File: config.mk
export PLATFORM = sky130hd
export DESIGN_NAME = uart_tx
export DESIGN_NICKNAME = d
export VERILOG_FILES = /design/src/rtl/uart_pkg.sv /design/src/rtl/uart_baud_tick.sv /design/src/rtl/uart_tx.sv
export SDC_FILE = /design/constraint.sdc
export NUM_CORES = 1
export LEC_CHECK = 0
export ABC_AREA = 1
export BUFFER_PORTS_ARGS = -buffer_cell sky130_fd_sc_hd__buf_2
export CAP_MARGIN = 20
export CELL_PAD_IN_SITES_DETAIL_PLACEMENT = 0
export CELL_PAD_IN_SITES_GLOBAL_PLACEMENT = 1
export CORE_ASPECT_RATIO = 1.75
export CORE_MARGIN = 2
export CORE_UTILIZATION = 44
export CTS_CLUSTER_DIAMETER = 50
export CTS_CLUSTER_SIZE = 16
export DETAILED_ROUTE_END_ITERATION = 10
export MAX_ROUTING_LAYER = met4
export PLACE_DENSITY_LB_ADDON = 0.1
export SYNTH_ARGS = -nofsm -noshare
export SYNTH_HDL_FRONTEND = slang
export SYNTH_HIERARCHICAL = 1
export SYNTH_SLANG_ARGS = --single-unit
File: constraint.sdc
create_clock -name clk_i -period 3 [get_ports clk_i]
set_clock_uncertainty 0.2 [all_clocks]
set_input_delay 0 -clock clk_i [delete_from_list [all_inputs] [get_ports clk_i]]
set_output_delay 0 -clock clk_i [all_outputs]
set_load 0.02 [all_outputs]
File: src/rtl/uart_pkg.sv
// rtl/uart_pkg.sv - shared types and constants for the UART transmitter
package uart_pkg;

  localparam int unsigned DivWidthDefault   = 16;
  localparam int unsigned FetchGuardDefault = 2;
  localparam int unsigned UartDefaultDiv    = 868;
  localparam logic [7:0]  UartBaudCsrAddr   = 8'h10;

  typedef enum logic [2:0] {
    IDLE,
    START,
    DATA,
    PARITY,
    STOP
  } uart_tx_state_t;

endpackage

File: src/rtl/uart_baud_tick.sv
// rtl/uart_baud_tick.sv - loadable bit-period down-counter, bit_done_o while count is zero
module uart_baud_tick
  import uart_pkg::*;
#(
  parameter int unsigned DivWidth = DivWidthDefault
) (
  input  logic                clk_i,
  input  logic                reset_i,
  input  logic                load_i,
  input  logic [DivWidth-1:0] load_val_i,
  output logic                bit_done_o
);

  logic [DivWidth-1:0] cnt_q;

  always_ff @(posedge clk_i or negedge reset_i) begin
    if (!reset_i) begin
      cnt_q <= '0;
    end else if (load_i) begin
      cnt_q <= load_val_i;
    end else if (cnt_q != '0) begin
      cnt_q <= cnt_q - DivWidth'(1);
    end
  end

  assign bit_done_o = (cnt_q == '0);

endmodule

File: src/rtl/uart_tx.sv
// rtl/uart_tx.sv - 8N1 UART serialiser popping bytes from the TX FIFO
// Optional parity bit when UART_TX_PARITY_EN is defined.
module uart_tx
  import uart_pkg::*;
#(
  parameter int unsigned DivWidth   = DivWidthDefault,
  parameter int unsigned FetchGuard = FetchGuardDefault
) (
  input  logic                clk_i,
  input  logic                reset_i,
  input  logic [DivWidth-1:0] baud_div_i,
  input  logic                have_next_i,
  input  logic [7:0]          data_i,
`ifdef UART_TX_PARITY_EN
  input  logic                parity_odd_i,
`endif
  output logic                next_o,
  output logic                tx_o,
  output logic                busy_o
);

  localparam int unsigned GuardWidth = (FetchGuard > 0) ? $clog2(FetchGuard + 1) : 1;

  uart_tx_state_t        state_q, state_d;
  logic [7:0]            shift_q, shift_d;
  logic [2:0]            bit_cnt_q, bit_cnt_d;
  logic [DivWidth-1:0]   div_q, div_d;
  logic [GuardWidth-1:0] guard_q, guard_d;
  logic                  tx_q, tx_d;
  logic                  next_q, next_d;
  logic                  busy_q, busy_d;
  logic                  baud_load;
  logic [DivWidth-1:0]   baud_load_val;
  logic                  bit_done;
  logic [DivWidth-1:0]   div_eff;
`ifdef UART_TX_PARITY_EN
  logic                  parity_q, parity_d;
`endif

  assign div_eff = (baud_div_i == '0) ? DivWidth'(1) : baud_div_i;

  uart_baud_tick #(
    .DivWidth (DivWidth)
  ) u_baud_tick (
    .clk_i      (clk_i),
    .reset_i    (reset_i),
    .load_i     (baud_load),
    .load_val_i (baud_load_val),
    .bit_done_o (bit_done)
  );

  always_ff @(posedge clk_i or negedge reset_i) begin
    if (!reset_i) begin
      state_q   <= IDLE;
      shift_q   <= '0;
      bit_cnt_q <= '0;
      div_q     <= DivWidth'(1);
      guard_q   <= '0;
      tx_q      <= 1'b1;
      next_q    <= 1'b0;
      busy_q    <= 1'b0;
`ifdef UART_TX_PARITY_EN
      parity_q  <= 1'b0;
`endif
    end else begin
      state_q   <= state_d;
      shift_q   <= shift_d;
      bit_cnt_q <= bit_cnt_d;
      div_q     <= div_d;
      guard_q   <= guard_d;
      tx_q      <= tx_d;
      next_q    <= next_d;
      busy_q    <= busy_d;
`ifdef UART_TX_PARITY_EN
      parity_q  <= parity_d;
`endif
    end
  end

  // tx_d follows the current state, so the pin lags the FSM by one cycle throughout
  always_comb begin
    state_d       = state_q;
    shift_d       = shift_q;
    bit_cnt_d     = bit_cnt_q;
    div_d         = div_q;
    guard_d       = (guard_q != '0) ? guard_q - GuardWidth'(1) : '0;
    tx_d          = 1'b1;
    next_d        = 1'b0;
    busy_d        = busy_q;
    baud_load     = 1'b0;
    baud_load_val = div_q - DivWidth'(1);
`ifdef UART_TX_PARITY_EN
    parity_d      = parity_q;
`endif

    case (state_q)
      IDLE: begin
        if (have_next_i && (guard_q == '0)) begin
          next_d        = 1'b1;
          shift_d       = data_i;
          div_d         = div_eff;
          guard_d       = GuardWidth'(FetchGuard);
          busy_d        = 1'b1;
          bit_cnt_d     = '0;
          baud_load     = 1'b1;
          baud_load_val = div_eff - DivWidth'(1);
`ifdef UART_TX_PARITY_EN
          parity_d      = (^data_i) ^ parity_odd_i;
`endif
          state_d       = START;
        end
      end
      START: begin
        tx_d = 1'b0;
        if (bit_done) begin
          baud_load = 1'b1;
          state_d   = DATA;
        end
      end
      DATA: begin
        tx_d = shift_q[0];
        if (bit_done) begin
          baud_load = 1'b1;
          shift_d   = shift_q >> 1;
          bit_cnt_d = bit_cnt_q + 3'd1;
          if (bit_cnt_q == 3'd7) begin
`ifdef UART_TX_PARITY_EN
            state_d = PARITY;
`else
            state_d = STOP;
`endif
          end
        end
      end
      PARITY: begin
`ifdef UART_TX_PARITY_EN
        tx_d = parity_q;
`endif
        if (bit_done) begin
          baud_load = 1'b1;
          state_d   = STOP;
        end
      end
      STOP: begin
        if (bit_done) begin
          busy_d  = 1'b0;
          state_d = IDLE;
        end
      end
      default: begin
        busy_d  = 1'b0;
        state_d = IDLE;
      end
    endcase
  end

  assign next_o = next_q;
  assign tx_o   = tx_q;
  assign busy_o = busy_q;

endmodule
Word level (Yosys, flattened, before mapping):

Cells that the tools add are included.

* flip-flop bits (word level): 51
* latch bits: 0
* RAM bits: 0
* bits in read-only memories: 0
* input bits: 27
* output and inout port bits: 3
* logic and storage cells: 69
* memories: 0

* $add $sub $neg: 5
* multiply operators: 0
* divide/modulo/power cells: 0
* magnitude comparators: 0
* eq/ne operators: 11
* shifts and indexed selects: 0
* muxes and demuxes: 29
* bitwise operators: 1
* reductions and logical operators: 14

Operator list (number)
* 16-bit 2-to-1 mux: 5
* 16-bit by 1-bit subtractor with 16-bit output, second input constant: 3
* 16-bit logical NOT: 2
* 3-bit 2-to-1 mux: 8
* 8-bit 2-to-1 mux: 2
* 8-bit one-hot mux with 2 select lines: 1
* 16-bit nonzero test: 1
* 3-bit one-hot mux with 5 select lines: 1
* 2-bit inequality test, second input constant: 6
* 3-bit by 2-bit == test with 1-bit output, second input constant: 2
* 3-bit == test, second input constant: 2
* 2-bit 2-to-1 mux: 3
* 3-bit one-hot mux with 2 select lines: 1
* 3-bit AND reduction: 2
* 6-bit AND reduction: 1
* 2-bit nonzero test: 3
* 1-bit 2-to-1 mux: 5
* 1-bit one-hot mux with 2 select lines: 2
* 3-bit by 1-bit adder with 3-bit output, second input constant: 1
* 3-bit by 1-bit == test with 1-bit output, second input constant: 1
* 3-bit logical NOT: 1
* 1-bit one-hot mux with 3 select lines: 1
* 3-bit OR reduction: 1
* 2-bit logical NOT: 1
* 4 further kinds: 4

Logic depth before layout (Yosys ltp):

Gate-level depths: netlist of the first run.

* word-level depth: 6
* gate-level depth with buffers: 17
* mapped depth without buffers: 17

By module:

The synthesis of the first run kept the hierarchy.

By module, submodules not included
* uart_tx: times used 1, cells an instance 332, area an instance 2389.8 µm², sequential area each 878.3 µm²
* uart_baud_tick: times used 1, cells an instance 167, area an instance 1184.9 µm², sequential area each 400.4 µm²

Worst setup path after synthesis of the first run:

OpenSTA, ideal clock, no wires.

* kind: reg-to-reg
* start point: reg u_baud_tick.cnt_q[0]
* end point: reg u_baud_tick.cnt_q[3]
* setup time: 113 ps
* arrival time: 2122 ps
* required time: 2687 ps
* setup slack: 564 ps
* stages on the path, launching flop included: 14
* path buffers: 2
* clock period less this slack: 2436 ps
* cells stage by stage: dfrtp_1 -> inv_1 -> ha_1 -> nand2_4 -> nor2_4 -> nand3_1 -> nor3_1 -> inv_1 -> o21ai_0 -> buf_2 -> buf_2 -> o21ai_0 -> nand2_1 -> inv_1

* cells in the longest elaborated chain, start to end: 4
* elaborated cells between the ends (all ways): 8
* classes of those cells: 1 x add/sub; 4 x mux; 3 x reduce/logical

Ends and longest elaborated chain
* start, declared: line uart_baud_tick.sv:14 `logic [DivWidth-1:0] cnt_q;`
* start signal, assigned: line uart_baud_tick.sv:20 `cnt_q <= load_val_i;`
* start signal, assigned: line uart_baud_tick.sv:22 `cnt_q <= cnt_q - DivWidth'(1);`
* 16-bit logical NOT (*): line uart_baud_tick.sv:26 `assign bit_done_o = (cnt_q == '0);`
* net bit_done: line uart_tx.sv:34 `logic bit_done;`
* 1-bit 2-to-1 mux (*): line uart_tx.sv:115, uart_tx.sv:122, uart_tx.sv:139
* 1-bit one-hot mux with 2 select lines (*): line uart_tx.sv:96 `case (state_q)`
* net baud_load: line uart_tx.sv:32 `logic baud_load;`
* 16-bit 2-to-1 mux / 2-bit nonzero test (equally long branches)

The timed path passes the listed nets; every way through them passes the cells marked *. The select of a mux whose other input is x is not followed.
A chain may end at the register's enable or synchronous reset.

Final worst setup path of the first run:

* start point: reg u_baud_tick.cnt_q[0]
* end point: reg u_baud_tick.cnt_q[12]

The elaborated chain is that of the path after synthesis.

==> results of run 1 <==
==> layout make-up <==
cell class,instances,share of cell area [%]
multi-input cells,362,46.0
flip-flops and latches,51,30.3
repair buffers,60,10.6
inverters,75,6.80
clock buffers,6,3.29
well taps,90,2.67
clock inverters,2,0.386
==> registers in the layout, indices dropped and copies added (netlist names), 2 cells and up <==
name	count
bit_cnt_q	3
div_q	16
guard_q	2
shift_q	8
state_q	3
u_baud_tick/cnt_q	16
==> Yosys cell counts, drive strengths merged <==
cell type / count / area, µm²
clkbuf: 2 / 7.51
nand2: 139 / 557
nor2: 71 / 383
nand3b: 4 / 30.0
xnor2: 4 / 35.0
a31oi: 2 / 12.5
ha: 5 / 62.6
and3: 1 / 6.26
nor4: 1 / 6.26
nand4: 5 / 37.5
or2: 1 / 6.26
a32oi: 1 / 8.76
a22o: 2 / 17.5
o21ai: 48 / 244
nand3: 33 / 200
inv: 75 / 287
xor2: 6 / 52.6
nor3: 6 / 41.3
dfstp: 2 / 52.6
o21bai: 3 / 33.8
buf: 9 / 68.8
mux2i: 1 / 10.0
o22ai: 4 / 25.0
a21oi: 15 / 75.1
o211ai: 9 / 81.3
dfrtp: 49 / 1230
o21a: 1 / 7.51
==> logic make-up (layout without fill, tap and decap cells) <==
| family | Yosys count | count (layout) | synth area share, % |
|---|---|---|---|
| buffers and inverters | 86 | 143 | 10.2 |
| muxes | 1 | 1 | 0.280 |
| xor gates and xnor gates | 10 | 10 | 2.45 |
| and+or+nand+nor | 261 | 261 | 35.5 |
| AOI/OAI and AO/OA | 85 | 85 | 14.1 |
| adders and majority gates | 5 | 5 | 1.75 |
| DFF | 51 | 51 | 35.8 |
==> power by group <==
part / internal [W] / switching [W] / leakage [nW]
combinational: 0.000677 / 0.00123 / 1.44
clock: 0.000334 / 0.000262 / 0.0731
sequential: 0.00101 / 0.000269 / 0.632
total: 0.00203 / 0.00176 / 2.15
==> per-stage QoR <==
stage	setup WS [ns]	hold WS, ns	cells
global route	0.103	0.0112	646
global placement	0.264	-0.291	611
floorplan	0.564	-0.496	499
CTS	0.116	0.00785	646
detailed placement	0.138	-0.288	611
finish	0.311	0.0110	646
==> final timing paths <==
| path | end | cells past startpoint |
|---|---|---|
| min in group clk_i | guard_q[0] | 1 |
| hold reg to reg | guard_q[0] | 1 |
| setup / recovery | u_baud_tick/cnt_q[12] | 12 |
| max in group asynchronous | u_baud_tick/cnt_q[2] | 3 |
| setup reg to reg | u_baud_tick/cnt_q[12] | 12 |
| hold / removal | div_q[0] | 2 |
==> critical path: stages (launching register included) <==
cell and delay (ns):
sky130_fd_sc_hd__dfrtp_1 0.41, sky130_fd_sc_hd__inv_1 0.13, sky130_fd_sc_hd__ha_1 0.30, sky130_fd_sc_hd__nand2_4 0.11, sky130_fd_sc_hd__nor2_4 0.15, sky130_fd_sc_hd__nand3_1 0.12, sky130_fd_sc_hd__nor3_2 0.20, sky130_fd_sc_hd__inv_1 0.17
sky130_fd_sc_hd__o21ai_1 0.23, sky130_fd_sc_hd__inv_2 0.16, sky130_fd_sc_hd__or2_2 0.30, sky130_fd_sc_hd__nand2_1 0.06, sky130_fd_sc_hd__nor2_1 0.04
==> routing by layer <==
| metal | routed length, µm | GRT usage [%] |
|---|---|---|
| met5 | 0 | - |
| met4 | 318 | 9.79 |
| met3 | 294 | 3.02 |
| met2 | 5050 | 43.6 |
| met1 | 3520 | 24.5 |
==> cell usage in the layout (no fill, tap or decap), types with 5 or more instances in the layout <==
cell	instances
sky130_fd_sc_hd__dfrtp_1	49
sky130_fd_sc_hd__nor2_1	51
sky130_fd_sc_hd__ha_1	5
sky130_fd_sc_hd__nor2_4	5
sky130_fd_sc_hd__nand2_1	131
sky130_fd_sc_hd__buf_2	29
sky130_fd_sc_hd__o21ai_0	34
sky130_fd_sc_hd__nand2_2	5
sky130_fd_sc_hd__inv_1	69
sky130_fd_sc_hd__a21oi_1	15
sky130_fd_sc_hd__dlygate4sd3_1	27
sky130_fd_sc_hd__nand3_1	29
sky130_fd_sc_hd__clkbuf_16	5
sky130_fd_sc_hd__o211ai_1	8
sky130_fd_sc_hd__o21ai_1	13
sky130_fd_sc_hd__nor2_2	12
sky130_fd_sc_hd__xor2_1	6
==> timing repair <==
action,CTS,global route
hold buffers,27,0
hold endpoints to repair,77,0
gates resized for setup,0,2
setup endpoints to repair,0,4
==> results summary, run 1 <==
The residual overflow from global routing is 0. Clock tree synthesis inserted a total of 5 buffers. The highest net fanout along the worst path is 13. After filler insertion, the fill cell instance count of the layout stands at 782. The number of library cell types mapped by synthesis came out at 43. The minimum period implied by the final worst setup slack came out at 2.69 ns. The chip height is 123 µm. The worst register-to-register path begins at u_baud_tick/cnt_q[0].

The number of instances in the synthesized netlist came out at 499. The setup check on the worst reg-to-reg path leaves a slack of 0.31 ns. The total clock sinks is 51. The clock insertion delay at the later pin of the skew report came out at 0.29 ns. Counting every net in the synthesized netlist gives 531.

After synthesis the cells add up to 3570 µm². In the routed layout, each cell is associated on average with a via count of 5.14. The area taken by flip-flops and latches is 1280 µm². The number of pins exceeding their max-slew limit in the final report is 0. The fraction of the yosys area taken by sequential cells is 35.8%.

The net count reported at finish is 587. The first-pass GRT wire length is 15700 µm. Summing all non-filler instances in the final layout gives an area of 4220 µm². Routability-driven placement finished with a final weighted congestion of 0.861. The number of setup buffers added after CTS is 0.

The global-route usage over all layers came out at 23.5%. The initial utilization of the core area, before any placement, comes to 45.2%. The synthesis-to-layout area growth is 18.0%. The actual slew at the worst max-slew pin is 0.587 ns. The number of failing hold endpoints at the final stage is 0.

The clock-pin slew on the worst setup and hold paths came out at 0.07 ns. The flip-flop and latch count after synthesis is 51. The total power consumption of the routed design came out at 0.00379 W.

The timing-limited maximum frequency is 372 MHz. The total of warnings raised by yosys is 6. The horizontal die dimension came out at 72.1 µm. IR analysis of the VDD net gives a maximum drop of 0.500 mV.

The number of antenna violations at the first check in global routing came out at 0. The number of port buffers is 29. TritonCTS built the clock tree.

The sum of negative setup slack is 0 ns. The area after detailed placement came out at 3790 µm². The final core utilization is 53.3%. During I/O placement, the number of pins put on the boundary was 30. The pin count of the biggest net entering global routing came out at 39.

The area of combinational cells with multiple inputs is 1940 µm². The post-detailed-routing wire length came out at 9180 µm. The buffer cell driving the clock tree root is sky130_fd_sc_hd__clkbuf_16.

The overall die area is 8890 µm². The H-tree level count came out at 2. The detail route stage leaves a number of antenna-violating nets equal to 0. The antenna diode instance count is 0.

The kind of path behind the tightest hold check is primary input to asynchronous set/reset pin. The setup path with the least slack is of type flip-flop to flip-flop. The HPWL after detailed placement is 7150 µm.

The floorplan has 43 rows. Data arrives at the worst endpoint at 2.68 ns. The worst setup path is captured at a flip-flop. The detailed router finished its first iteration with 168 violations. Setup repair after global routing left no endpoint under its margin.

The startpoint type of the worst setup path is a flip-flop. The maximum buffer depth of the clock tree came out at 2. The total number of vias came out at 3320.

The required time of the critical path is 2.99 ns. The number of maximum-capacitance violations came out at 0. Dividing the synthesized area by the synthesized cell count gives 7.16 µm². The via count of the first global-routing pass is 3401.

The count of unresolved DRC violations after routing came out at 0. Setup violations remaining at the end of the flow were counted as 0. The flow ran to the end, and the final reports show no timing, DRC or antenna violations.

The floorplan step defined a core boundary enclosing 7910 µm². The leakage power came out at 2.15 nW. The final cycle utilization of the critical path is 89.6%. The power per cell area is 898 nW/µm².

In the final layout, the share of cells above drive strength 1 is 16.2%. After detailed routing, the average wire length per cell comes to 14.2 µm. The most critical setup path has its startpoint at u_baud_tick/cnt_q[0].

For this run, the detailed router's first-pass iteration total came to 4. The tightest slew margin relative to the limit is 60.7%.
Note: power is estimated with default switching activity, not from simulation.
==> inputs of run 2 (changes only) <==
Settings changed: CORE_ASPECT_RATIO 1.75 to not set.
==> run 2 against run 1 <==
  * Via count is 3.9% lower
  * Utilization is 0.17 points lower
  * First-iteration DRC count is 42% lower
  * Clock power is 29% lower
  * Sequential share of layout area is 0.49 points higher
  * Critical path type unchanged
==> results summary, run 2 (synthesis results as in run 1) <==
Run status: complete, no violations (unchanged). The residual overflow from global routing came out at 0 (unchanged). The number of ports placed on the die boundary is 30 (unchanged). The area of combinational cells with multiple inputs came out at 1930 µm² (was 1940 µm²). The buffer cell driving the clock tree root is sky130_fd_sc_hd__clkbuf_8 (was sky130_fd_sc_hd__clkbuf_16). The number of maximum-capacitance violations came out at 0 (unchanged). The pin count of the biggest net entering global routing is 31 (was 39). The number of setup violations in the final report is 0 (unchanged). The endpoint class of the critical path is a flip-flop (unchanged). The minimum period implied by the final worst setup slack is 2.63 ns (was 2.69 ns).

Leading cell types in the layout, fill and taps excluded: 131 x sky130_fd_sc_hd__nand2_1, 69 x sky130_fd_sc_hd__inv_1, 51 x sky130_fd_sc_hd__nor2_1 (unchanged). The sum of negative setup slack was 0 ns (unchanged). The clock tree from TritonCTS was built (unchanged). The number of pins exceeding their max-slew limit in the final report is 0 (unchanged). The data arrival time of the critical path was 2.63 ns (was 2.68 ns).

The global-route usage over all layers was 21.4% (was 23.5%). The number of buffers inserted during clock tree synthesis came to 5 (unchanged). The area taken by flip-flops and latches is 1280 µm² (unchanged).

The number of antenna violations at the first check in global routing is 0 (unchanged). The number of rows created at floorplan was 32 (was 43). The power per cell area is 859 nW/µm² (was 898 nW/µm²). The via count of the first global-routing pass is 3106 (was 3401). The antenna diode instance count came out at 0 (unchanged). The total number of vias is 3189 (was 3320). The start of the worst register-to-register path is u_baud_tick/cnt_q[0] (unchanged). The startpoint type of the worst setup path is a flip-flop (unchanged). The antenna violation net count after detailed routing came out at 0 (unchanged). The count of unresolved DRC violations after routing is 0 (unchanged). The synthesis-to-layout area growth is 16.1% (was 18.0%).

The timing endpoint of the critical path is u_baud_tick/cnt_q[12] (unchanged). The net count reported at finish came out at 585 (was 587). The delay of the slowest critical-path stage came out at 0.41 ns (about the same).

The highest net fanout along the worst path came out at 13 (unchanged). The capture point of the worst reg-to-reg path is u_baud_tick/cnt_q[12] (unchanged). The clock insertion delay at the later pin of the skew report is 0.30 ns (was 0.29 ns). The number of port buffers came to 29 (unchanged). The peak supply drop came to 0.347 mV (was 0.500 mV). The post-detailed-routing wire length came to 8420 µm (was 9180 µm). The required time of the critical path came to 3.00 ns (was 2.99 ns). The final worst-path setup slack came to 0.373 ns (was 0.311 ns).

The kind of path behind the tightest hold check is primary input to asynchronous set/reset pin (unchanged). Ordered cell list for the critical path: inv_1 -> ha_1 -> nand2_4 -> nor2_4 -> nand3_1 -> nor3_1 -> inv_1 -> o21ai_1 -> inv_2 -> or2_2 -> nand2_1 -> nor2_1 (was inv_1 -> ha_1 -> nand2_4 -> nor2_4 -> nand3_1 -> nor3_2 -> inv_1 -> o21ai_1 -> inv_2 -> or2_2 -> nand2_1 -> nor2_1). The maximum buffer depth of the clock tree came to 2 (unchanged). The final RePlAce weighted congestion came out at 0.869 (was 0.861). The path type of the worst setup path was flip-flop to flip-flop (unchanged).

The chip height came out at 94.1 µm (was 123 µm). The post-placement worst setup slack came out at 0.290 ns (was 0.138 ns). The starting density of the core is 45.8% (was 45.2%).

The total power consumption of the routed design is 0.00356 W (was 0.00379 W). The core box area came out at 7810 µm² (was 7910 µm²). The most common cell after layout, fill and taps aside is sky130_fd_sc_hd__nand2_1 (unchanged). The average routed wire per standard cell came out at 12.8 µm (was 14.2 µm). The final cycle utilization of the critical path was 87.6% (was 89.6%). The number of fill cells in the layout came to 818 (was 782). The horizontal die dimension is 94.1 µm (was 72.1 µm). The setup slack of the worst register-to-register path is 0.37 ns (was 0.31 ns).

The number of violations reported at the end of detailed-routing iteration 0 is 97 (was 168). The detailed-placement wirelength estimate came to 6410 µm (was 7150 µm). The number of failing hold endpoints at the final stage came out at 0 (unchanged).

The detailed-route vias per instance is 4.86 (was 5.14). The leakage power is 2.11 nW (was 2.15 nW). The tightest slew margin relative to the limit is 52.5% (was 60.7%). The start point of the critical path is u_baud_tick/cnt_q[0] (unchanged).

The most numerous cell on the critical path is sky130_fd_sc_hd__inv_1 (unchanged). Unrepaired setup endpoints after global routing: no (unchanged). The number of optimization iterations in the first detailed-route pass is 4 (unchanged). The first-pass GRT wire length is 14600 µm (was 15700 µm). The number of setup buffers added after CTS came out at 0 (unchanged).

The share of layout cells above drive strength 1 is 15.7% (was 16.2%). The timing-limited maximum frequency came out at 381 MHz (was 372 MHz). The overall die area is 8860 µm² (was 8890 µm²). The actual slew at the worst max-slew pin is 0.712 ns (was 0.587 ns). The library cell contributing the largest single delay on the critical path is sky130_fd_sc_hd__dfrtp_1 (unchanged). The depth of the worst register-to-register path was 12 (unchanged). The total clock sinks came out at 51 (unchanged). The H-tree level count came to 2 (unchanged).

Largest registers: div_q (16), u_baud_tick/cnt_q (16), shift_q (8) (unchanged). The clock-pin slew on the worst setup and hold paths came out at 0.09 ns (was 0.07 ns).
==> run 2: where the power goes <==
part | total, W | internal [W] | switching [W]
clock network | 0.000423 | 0.000190 | 0.000233
registers | 0.00128 | 0.00101 | 0.000265
logic | 0.00186 | 0.000668 | 0.00119
==> run 2: worst min path at each step <==
stage / startpoint / end / slack, ns / depth (start not counted)
2_1_floorplan: reset_i / bit_cnt_q[0] / -0.50 / 0
6_report: reset_i / div_q[3] / 0.08 / 2
5_1_grt: reset_i / u_baud_tick/cnt_q[0] / 0.17 / 2
4_1_cts: reset_i / u_baud_tick/cnt_q[0] / 0.11 / 2
3_3_place_gp: reset_i / div_q[3] / -0.11 / 1
3_5_place_dp: reset_i / div_q[3] / -0.11 / 1
==> run 2: final cells by class <==
| class | instances | area share, % |
|---|---|---|
| clock buffers | 7 | 2.08 |
| flip-flops and latches | 51 | 30.8 |
| multi-input cells | 362 | 46.6 |
| inverters | 75 | 6.91 |
| repair buffers | 58 | 10.3 |
| well taps | 102 | 3.08 |
| clock inverters | 1 | 0.211 |
==> run 2: critical path: cells and delay by family, from the launching register on <==
kind | cells | cell delay [ns]
fa+ha+maj | 1 | 0.28
compound gates | 1 | 0.23
buf+inv | 3 | 0.44
flops | 1 | 0.41
simple gates | 7 | 0.97
==> run 2: metrics by stage <==
stage | instances | hold WS (ns) | util, % | area (µm²)
after floorplan | 499 | -0.496 | - | 3570
after global placement | 622 | -0.106 | 48.6 | 3790
after detailed placement | 622 | -0.105 | 48.6 | 3790
after CTS | 656 | 0.105 | 53.1 | 4150
after global routing | 656 | 0.170 | 53.1 | 4150
final | 656 | 0.0817 | 53.1 | 4150
==> run 2: layer usage <==
layer,wire (µm),part of all wire [%],GRT usage [%]
met3,152,1.8,2.65
met1,4400,52,29.9
met5,0,0,-
met2,3800,45,33.9
met4,72,0.86,3.99
==> run 2: repair_timing <==
item	4_1_cts	5_1_grt
gates resized for setup	0	1
hold buffers	26	0
endpoints found under the hold margin	57	0
setup endpoints to repair	0	1
==> inputs of run 3 (changes only) <==
Settings changed: CORE_MARGIN 2 to not set, CORE_UTILIZATION 44 to 45, CTS_BUF_LIST set to sky130_fd_sc_hd__clkbuf_8.
==> run 3 against run 2 <==
  * Sequential power is essentially flat
  * Combinational power barely moved
  * First-iteration DRC count is 12% lower
  * Clock power down 6.4%
  * Sequential share of layout area about the same
  * Critical path depth increased by 4
  * Utilization up 0.91 points
  * Non-clock buffer count up 2
  * Die area down 6.3%
  * Sequential cell count did not move
  * Largest power group unchanged
==> results summary, run 3 (synthesis results as in run 1) <==
The core box area is 7690 µm² (was 7810 µm²). The start point of the critical path is baud_div_i[1] (was u_baud_tick/cnt_q[0]). The start of the worst register-to-register path is u_baud_tick/cnt_q[0] (unchanged). The maximum buffer depth of the clock tree was 2 (unchanged). The number of violations reported at the end of detailed-routing iteration 0 is 85 (was 97). The delay of the slowest critical-path stage is 0.53 ns (was 0.41 ns). The count of unresolved DRC violations after routing is 0 (unchanged). The overall die area came out at 8300 µm² (was 8860 µm²). Run status: complete, no violations (unchanged). The actual slew at the worst max-slew pin is 0.774 ns (was 0.712 ns). The library cell contributing the largest single delay on the critical path was sky130_fd_sc_hd__dlygate4sd3_1 (was sky130_fd_sc_hd__dfrtp_1). The number of optimization iterations in the first detailed-route pass came to 4 (unchanged).

The number of maximum-capacitance violations is 0 (unchanged). The endpoint class of the critical path is a flip-flop (unchanged). The number of antenna violations at the first check in global routing is 0 (unchanged). The data arrival time of the critical path is 2.58 ns (was 2.63 ns). The startpoint type of the worst setup path is a primary input (was flip-flop). The starting density of the core came to 46.5% (was 45.8%). The number of pins exceeding their max-slew limit in the final report came to 0 (unchanged). The share of layout cells above drive strength 1 is 15.8% (was 15.7%). The buffer cell driving the clock tree root is sky130_fd_sc_hd__clkbuf_8 (unchanged). The most common cell after layout, fill and taps aside is sky130_fd_sc_hd__nand2_1 (unchanged).

The number of port buffers is 29 (unchanged). The minimum period implied by the final worst setup slack is 2.57 ns (was 2.63 ns). The number of setup violations in the final report was 0 (unchanged). The cell family with the largest share of critical-path delay is simple AND/OR/NAND/NOR gates (unchanged). The worst-case hold slack came out at 0.0960 ns (was 0.0817 ns). The via count of the first global-routing pass was 3134 (was 3106). The chip height is 91.1 µm (was 94.1 µm). Ordered cell list for the critical path: dlygate4sd3_1 -> buf_2 -> nor2_1 -> nand2_1 -> nor2_1 -> nand2_2 -> nand2_2 -> inv_2 -> ha_1 -> nand2_1 -> nor4_1 -> nor3_1 -> a21oi_1 -> or2_2 -> nand2_1 -> nor2_1 (was inv_1 -> ha_1 -> nand2_4 -> nor2_4 -> nand3_1 -> nor3_1 -> inv_1 -> o21ai_1 -> inv_2 -> or2_2 -> nand2_1 -> nor2_1). The post-detailed-routing wire length is 8270 µm (was 8420 µm).

The peak supply drop is 0.313 mV (was 0.347 mV). The clock-pin slew on the worst setup and hold paths was 0.10 ns (was 0.09 ns). The final RePlAce weighted congestion is 0.858 (was 0.869).

The average routed wire per standard cell is 12.6 µm (was 12.8 µm). The final cycle utilization of the critical path was 85.7% (was 87.6%). The required time of the critical path came out at 3.00 ns (about the same). The highest net fanout along the worst path is 5 (was 13). The worst path buffer plus inverter count is 3 (unchanged).

The sum of negative setup slack came to 0 ns (unchanged). The cell count along the critical path is 16 (was 12). The setup slack of the worst register-to-register path is 0.44 ns (was 0.37 ns). The leakage power came to 2.12 nW (was 2.11 nW). The total power consumption of the routed design is 0.00355 W (was 0.00356 W). The total clock sinks was 51 (unchanged). The pin count of the biggest net entering global routing is 34 (was 31).

The global-route usage over all layers came out at 23.0% (was 21.4%). The timing endpoint of the critical path is u_baud_tick/cnt_q[12] (unchanged). The detailed-placement wirelength estimate came out at 6270 µm (was 6410 µm). The depth of the worst register-to-register path came to 12 (unchanged).

The clock insertion delay at the later pin of the skew report is 0.31 ns (was 0.30 ns). The antenna diode instance count is 0 (unchanged). The number of buffers inserted during clock tree synthesis is 5 (unchanged). The number of ports placed on the die boundary is 30 (unchanged). The first-pass GRT wire length is 14800 µm (was 14600 µm). The horizontal die dimension was 91.1 µm (was 94.1 µm). The path type of the worst setup path is primary input to flip-flop (was flip-flop to flip-flop). The number of rows created at floorplan is 32 (unchanged). The power per cell area is 854 nW/µm² (was 859 nW/µm²). The detailed-route vias per instance came out at 4.89 (was 4.86). The post-route standard cell area excluding fillers is 4160 µm² (was 4150 µm²). Unrepaired setup endpoints after global routing: no (unchanged). The kind of path behind the tightest hold check was primary input to asynchronous set/reset pin (unchanged). The total number of vias was 3215 (was 3189). The H-tree level count came to 2 (unchanged). Largest registers: div_q (16), u_baud_tick/cnt_q (16), shift_q (8) (unchanged). The number of failing hold endpoints at the final stage came to 0 (unchanged). The clock tree from TritonCTS was built (unchanged). Leading cell types in the layout, fill and taps excluded: 131 x sky130_fd_sc_hd__nand2_1, 71 x sky130_fd_sc_hd__inv_1, 51 x sky130_fd_sc_hd__nor2_1 (was 131 x sky130_fd_sc_hd__nand2_1, 69 x sky130_fd_sc_hd__inv_1, 51 x sky130_fd_sc_hd__nor2_1). The timing-limited maximum frequency came to 389 MHz (was 381 MHz). The net count reported at finish is 587 (was 585).

The residual overflow from global routing is 0 (unchanged). The total of cells resized after clock tree synthesis came to 0 (unchanged). The synthesis-to-layout area growth came to 16.2% (was 16.1%). The capture point of the worst reg-to-reg path is u_baud_tick/cnt_q[12] (unchanged). The area after detailed placement came out at 3810 µm² (was 3790 µm²). The tightest slew margin relative to the limit was 48.4% (was 52.5%). The antenna violation net count after detailed routing came out at 0 (unchanged).
==> run 3: area by class of cell <==
class | instances | area (µm²)
inverter | 75 | 287
sequential | 51 | 1280
clock buffer | 5 | 68.8
timing repair buffer | 60 | 443
clock inverter | 3 | 17.5
multi-input combinational | 362 | 1930
tap | 102 | 128
fill | 783 | 3530
==> run 3: per-layer routing <==
layer | GRT usage [%] | part of all wire [%] | vias up
li1 | - | - | 1710
met1 | 32.2 | 53 | 1460
met2 | 35.7 | 44 | 41
met3 | 3.02 | 2.2 | 4
met4 | 5.29 | 0.99 | 0
met5 | - | 0 | -
==> run 3: stage by stage <==
step	cells	setup WS (ns)	util, %
finish	658	0.428	54.1
global route	658	0.0824	54.1
CTS	658	0.399	54.1
detailed placement	624	0.432	49.5
global placement	624	0.477	49.5
floorplan	499	0.564	-
==> run 3: worst min path at each step <==
| stage | slack (ns) | to | cells past startpoint | start |
|---|---|---|---|---|
| after floorplan | -0.50 | bit_cnt_q[0] | 0 | reset_i |
| after global placement | -0.08 | guard_q[0] | 1 | reset_i |
| after detailed placement | -0.08 | guard_q[1] | 1 | reset_i |
| after CTS | 0.12 | shift_q[5] | 2 | reset_i |
| after global routing | 0.17 | shift_q[1] | 2 | reset_i |
| final | 0.1 | guard_q[1] | 2 | reset_i |
==> run 3: power by group <==
part | total [W] | switching [W] | internal (W)
sequential | 0.00128 | 0.000263 | 0.00101
clock | 0.000396 | 0.000234 | 0.000162
combinational | 0.00188 | 0.00120 | 0.000674
total | 0.00355 | 0.00170 | 0.00185
==> run 3: worst register-to-register path: cells and delay by family (launching register included) <==
| family | cells | cell delay, ns |
|---|---|---|
| and+or+nand+nor | 7 | 0.93 |
| AOI/OAI and AO/OA | 1 | 0.21 |
| adders and majority gates | 1 | 0.27 |
| buffers and inverters | 3 | 0.44 |
| DFF | 1 | 0.42 |
==> run 3: what timing repair did <==
item                      CTS  global route
hold endpoints to repair   58             0
hold buffers               26             0
buffers inserted            0             0
